$ cat src/rtl/gba_bus_pkg.sv
// Shared types and constants for the CPU/DMA bus arbitration slice.
package gba_bus_pkg;

  typedef enum logic [1:0] {
    CPU,
    TO_DMA,
    DMA,
    TO_CPU
  } arb_state_t;

  localparam int unsigned MAX_DMA  = 4;
  localparam int unsigned DMA_CH_W = $clog2(MAX_DMA);

  // Debug owner encoding: dma=0 means the CPU owns the bus and ch is don't-care.
  typedef struct packed {
    logic                dma;
    logic [DMA_CH_W-1:0] ch;
  } bus_owner_t;

endpackage

$ cat src/rtl/dma_prio_enc.sv
// Fixed-priority encoder; channel 0 wins. Only channels set in mask_i compete.
module dma_prio_enc #(
  parameter int unsigned N = 4,
  parameter int unsigned W = 2
) (
  input  logic [N-1:0] req_i,
  input  logic [N-1:0] mask_i,
  output logic         valid_o,
  output logic [W-1:0] index_o,
  output logic [N-1:0] onehot_o
);

  always_comb begin
    valid_o  = 1'b0;
    index_o  = '0;
    onehot_o = '0;
    // Scan downwards so the lowest-numbered eligible channel is the last writer.
    for (int i = N - 1; i >= 0; i--) begin
      if (req_i[i] && mask_i[i]) begin
        valid_o     = 1'b1;
        index_o     = W'(i);
        onehot_o    = '0;
        onehot_o[i] = 1'b1;
      end
    end
  end

endmodule

$ cat src/rtl/dma_bus_arbiter.sv
// Hands the shared bus between the CPU and NUM_DMA DMA channels with idle turnaround
// cycles on every CPU<->DMA change and fixed-priority preemption at unit boundaries.
module dma_bus_arbiter
  import gba_bus_pkg::*;
#(
  parameter int unsigned NUM_DMA        = 4,
  parameter int unsigned HANDOFF_CYCLES = 1
) (
  input  logic               clock,
  input  logic               reset_n,
  input  logic [NUM_DMA-1:0] dma_req,
  input  logic [NUM_DMA-1:0] dma_unit_done,
  input  logic               cpu_lock,
  output logic [NUM_DMA-1:0] dma_grant,
  output logic               dmaActive,
  output logic               cpu_pause,
  output logic               bus_idle
);

  localparam int unsigned ChW  = (NUM_DMA > 1) ? $clog2(NUM_DMA) : 1;
  localparam int unsigned CntW = $clog2(HANDOFF_CYCLES + 1);

  arb_state_t         state_q, state_d;
  logic [CntW-1:0]    cnt_q, cnt_d;
  logic [ChW-1:0]     owner_q, owner_d;
  logic [NUM_DMA-1:0] grant_q, grant_d;
  logic               active_q, pause_q, idle_q;

  logic [NUM_DMA-1:0] enc_mask;
  logic               enc_valid;
  logic [ChW-1:0]     enc_index;
  logic [NUM_DMA-1:0] enc_onehot;

  // While the owner still requests, only strictly higher channels may take over.
  always_comb begin
    enc_mask = '1;
    if (state_q == DMA && dma_req[owner_q]) begin
      enc_mask = (NUM_DMA'(1) << owner_q) - NUM_DMA'(1);
    end
  end

  dma_prio_enc #(
    .N (NUM_DMA),
    .W (ChW)
  ) u_prio_enc (
    .req_i    (dma_req),
    .mask_i   (enc_mask),
    .valid_o  (enc_valid),
    .index_o  (enc_index),
    .onehot_o (enc_onehot)
  );

  always_comb begin
    state_d = state_q;
    cnt_d   = cnt_q;
    owner_d = owner_q;
    grant_d = grant_q;
    unique case (state_q)
      CPU: begin
        if (|dma_req && !cpu_lock) begin
          state_d = TO_DMA;
          cnt_d   = CntW'(HANDOFF_CYCLES);
        end
      end
      TO_DMA: begin
        if (cnt_q > CntW'(1)) begin
          cnt_d = cnt_q - CntW'(1);
        end else if (enc_valid) begin
          state_d = DMA;
          owner_d = enc_index;
          grant_d = enc_onehot;
        end else begin
          state_d = TO_CPU;
          cnt_d   = CntW'(HANDOFF_CYCLES);
        end
      end
      DMA: begin
        if (!dma_req[owner_q]) begin
          if (enc_valid) begin
            owner_d = enc_index;
            grant_d = enc_onehot;
          end else begin
            state_d = TO_CPU;
            cnt_d   = CntW'(HANDOFF_CYCLES);
            grant_d = '0;
          end
        end else if (dma_unit_done[owner_q] && enc_valid) begin
          owner_d = enc_index;
          grant_d = enc_onehot;
        end
      end
      TO_CPU: begin
        if (cnt_q > CntW'(1)) begin
          cnt_d = cnt_q - CntW'(1);
        end else if (|dma_req) begin
          state_d = TO_DMA;
          cnt_d   = CntW'(HANDOFF_CYCLES);
        end else begin
          state_d = CPU;
        end
      end
    endcase
  end

  always_ff @(posedge clock) begin
    if (!reset_n) begin
      state_q  <= CPU;
      cnt_q    <= '0;
      owner_q  <= '0;
      grant_q  <= '0;
      active_q <= 1'b0;
      pause_q  <= 1'b0;
      idle_q   <= 1'b0;
    end else begin
      state_q  <= state_d;
      cnt_q    <= cnt_d;
      owner_q  <= owner_d;
      grant_q  <= grant_d;
      active_q <= (state_d == DMA);
      pause_q  <= (state_d != CPU);
      idle_q   <= (state_d == TO_DMA) || (state_d == TO_CPU);
    end
  end

  assign dma_grant = grant_q;
  assign dmaActive = active_q;
  assign cpu_pause = pause_q;
  assign bus_idle  = idle_q;

endmodule

$ cat config.mk
export PLATFORM = sky130hd
export DESIGN_NAME = dma_bus_arbiter
export DESIGN_NICKNAME = d
export VERILOG_FILES = /design/src/rtl/gba_bus_pkg.sv /design/src/rtl/dma_prio_enc.sv /design/src/rtl/dma_bus_arbiter.sv
export SDC_FILE = /design/constraint.sdc
export NUM_CORES = 1
export LEC_CHECK = 0
export ABC_AREA = 1
export BUFFER_PORTS_ARGS = -buffer_cell sky130_fd_sc_hd__buf_4
export CAP_MARGIN = 20
export CORE_UTILIZATION = 52
export DETAILED_ROUTE_END_ITERATION = 7
export GPL_ROUTABILITY_DRIVEN = 0
export GPL_TIMING_DRIVEN = 0
export PLACE_DENSITY = 0.88
export SLEW_MARGIN = 20
export SYNTH_ARGS = -nofsm -noshare
export SYNTH_HDL_FRONTEND = slang
export SYNTH_SLANG_ARGS = --single-unit
export TNS_END_PERCENT = 100
$ cat constraint.sdc
create_clock -name clock -period 1.9 [get_ports clock]
set_clock_uncertainty 0.1 [all_clocks]
set_input_delay 0.38 -clock clock [delete_from_list [all_inputs] [get_ports clock]]
set_output_delay 0.38 -clock clock [all_outputs]
set_load 0.1 [all_outputs]
==> summary.txt <==
Status
  – Status: finished, final reports clean

Logic synthesis
  – Post-Synth Adder-Cell Area: 6.18%
  – Multiplexer area fraction after synthesis: 0%
  – Synth top area cells: dfxtp_1, nand2_2, nand2_1
  – Mapped cell area: 810 sq um
  – #FFs+latches synth: 11
  – Cell count after synthesis: 110
  – Sequential fraction of the synthesis area: a little over a quarter
  – Synth warn: 0
  – Largest family of logic cells by synthesized area: simple AND/OR/NAND/NOR gates
  – Mapped Avg Cell Area: ~7.4 sq um
  – Leading area contributor after synthesis: dfxtp_1
  – Number of flops mapped to enable cells by yosys: 0
  – Share of the synthesized area in the top cell type: roughly 27%
  – Cell with the most instances after synthesis: nand2_1
  – Simple-gate portion of the synthesized area: between 40% and 50%
  – Post-synthesis xor/xnor area fraction: 0%
  – Post-synth ARST share: 0%
  – Mapped Nets: roughly 130
  – Main flop type after synthesis: dfxtp_1
  – Cell variety after synth: 22
  – Post-synthesis compound-gate area fraction: between 8 and 9%
  – Most frequent cells after synthesis: nand2_1, inv_1, nand2_2, dfxtp_1, nor2_1

Clock network
  – Clock buffer depth: 2
  – Num CTS Buffers: 3
  – H-tree Lvls: 1
  – Root buffer cell: clkbuf_4
  – Clock Latency Late Sink: approximately 0.27 ns
  – TritonCTS clock tree: done
  – CTS Sinks: 11
  – Hold buffer count at cts: 0
  – Clock slew at reported path FFs: 0.07 ns

Setup path
  – Worst setup path endpoint: dma_grant[2]
  – WP data required: about 2.0 ns
  – Reg-to-reg critical path startpoint: owner_q[0]
  – Reg2Reg Depth: 14
  – Reg-to-reg endpoint: dma_grant[2]
  – Critical path startpoint category: register
  – CP Class: reg -> reg
  – Reg2reg setup slack: 0.11 ns
  – Critical Path Start: owner_q[0]
  – Arrival @ worst endpoint: around 1.9 ns
  – Worst Setup End Kind: register
  – Max FO, Critical Path: 8

Placement
  – Placed cell areas: around 960 sq um
  – Detail Placement HPWL: between 1000 and 1500 um
  – Port-buffer cells: 17

Drt
  – DR vias/cell: 5.14
  – Final wirelength: about 1800 um
  – Drt drc: 0
  – Routed Antenna Nets: 0
  – Vias: slightly below 800
  – DRT Pass-1 Iters: 4
  – DR WL/cell: between 10 and 15 um
  – 1st-iter DRT viols: 19

Pwr
  – Clk pwr share: 8.2%
  – Static leakage: 0.000557 uW
  – PD cells: between 1500 and 2000 nW/um^2
  – Max VDD drop: 0.00144 V
  – Pwr Total: 1920 uW
  – Sequential Power Share: 21.1%
  – Pint: ~830 uW
  – Comb pwr share: 70.7%
  – Sw Share: 56.5%
  – Sw Pwr: around 1100 uW

Timing
  – Actual slew at the worst max-slew pin: ~0.28 ns
  – Final Max Slew Viols: 0
  – Fin Hold WS: around 0.25 ns
  – Fin crit share: between 90% and 100%
  – Fmax achieved: about 0.56 GHz
  – Final hold viol count: 0
  – Min cycle time layout: about 1.8 ns
  – Slew HR: between 80% and 90%
  – Final setup fails: 0

Die
  – Die X: roughly 41 um
  – Core footprint: around 1400 sq um
  – Die area: 1720 sq um
  – Starting density of the core: 59.2%
  – Core Rows: 13
  – Die height: about 41 um
  – IO Pins: 18

Global routing
  – Antenna violations before repair: 0
  – Vias in the first global route: around 700
  – First-pass GRT wire length: around 2700 um
  – Gr ovfl total: 0
  – Largest net degree at the start of global routing: 9
  – Total track usage: between 20% and 30%

Flow run
  – Max cap viols: 0

Layout
  – Final Cell Area: between 1000 and 1500 sq um
  – Proportion of layout cells with a drive suffix above 1: between 40% and 50%
  – Final #Nets: approximately 150
  – Layout area overhead: 32.9%
  – Antenna fix cells: 0
  – Final core utilization: between 70 and 80%

Hold path
  – Tightest Hold Check Type: in -> reg
layout make-up:
class                   instances  area [sq um]
plain buffers                   1          7.51
multi-input cells              79           553
clock buffers                   4          26.3
well taps                      15          18.8
repair buffers                 23           173
inverters                      18          72.6
fillers                       100           290
flip-flops and latches         11           225
worst min path at each step:
stage                        end  cells past startpoint         start
floorplan           dma_grant[0]                      2       reset_n
global placement    dma_grant[1]                      2  dma_grant[1]
detailed placement  dma_grant[1]                      2  dma_grant[1]
CTS                 dma_grant[0]                      3       reset_n
global route        dma_grant[0]                      3       reset_n
finish              dma_grant[0]                      3       reset_n
power groups by stage:
stage | logic [uW] | registers (uW) | clock network [uW]
after floorplan | 654 | 755 | 0
after global placement | 1220 | 374 | 0
after detailed placement | 1250 | 380 | 0
after CTS | 1260 | 377 | 160
after global routing | 1460 | 415 | 171
final | 1360 | 405 | 156
worst max-delay path, cell delays in order (launching register included):
cell and delay, ns:
dfxtp_4 0.39, inv_6 0.07, nand2_2 0.04, nand2_2 0.05
nand2_2 0.06, nand2_4 0.12, nand3_2 0.08, nand2_2 0.11
nand2_4 0.09, o21ai_4 0.17, nand2_4 0.10, nand3_4 0.12
nand2_1 0.06, nand2_1 0.06, nor2_1 0.04
kinds of logic (layout without fill, tap and decap cells):
logic type,Yosys count,after routing
AO/OA/AOI/OAI,11,11
adder cells (fa/ha/maj),4,4
buffers and inverters,20,46
flip-flops,11,11
AND/OR/NAND/NOR,64,64
stage by stage:
| step | setup slack, ns | setup TNS (ns) | cells |
|---|---|---|---|
| after floorplan | 0.282 | 0 | 110 |
| after global placement | 0.0912 | 0 | 142 |
| after detailed placement | 0.00232 | 0 | 142 |
| after CTS | 0.0273 | 0 | 146 |
| after global routing | -0.0212 | -0.0212 | 151 |
| final | 0.106 | 0 | 151 |
layout by cell type (no fill, tap or decap):
master,n
buf_4,24
nand2_1,18
inv_1,17
nand2_2,13
nor2_1,9
dfxtp_1,9
nand2_4,7
nand3_2,5
nand3_1,4
a21oi_1,4
nand4_1,4
o21ai_1,3
ha_1,3
clkbuf_4,3
nand3_4,2
inv_6,1
o21ai_0,1
o211ai_1,1
o21ai_4,1
nor2_8,1
a21oi_2,1
or2_1,1
ha_4,1
clkbuf_1,1
dfxtp_4,1
dfxtp_2,1
layer usage:
metal  vias up  share of wire [%]  GRT usage [%]
met5         -                  0              0
met4         0               0.34           7.10
met3         2                4.0           8.70
met2        16                 52           34.1
met1       357                 44           22.1
li1        401                  -              -
flip-flops by register name, summed over array words and instances, names as in the netlist:
signal and count:
owner_q 2, dmaActive 1, state_q 2, dma_grant 4, cpu_pause 1, bus_idle 1
what timing repair did:
item / 4_1_cts / 5_1_grt
setup endpoints to repair: 0 / 7
gates resized for setup: 0 / 15
setup buffers: 0 / 6
No activity file was read; power rests on OpenSTA's default activity.
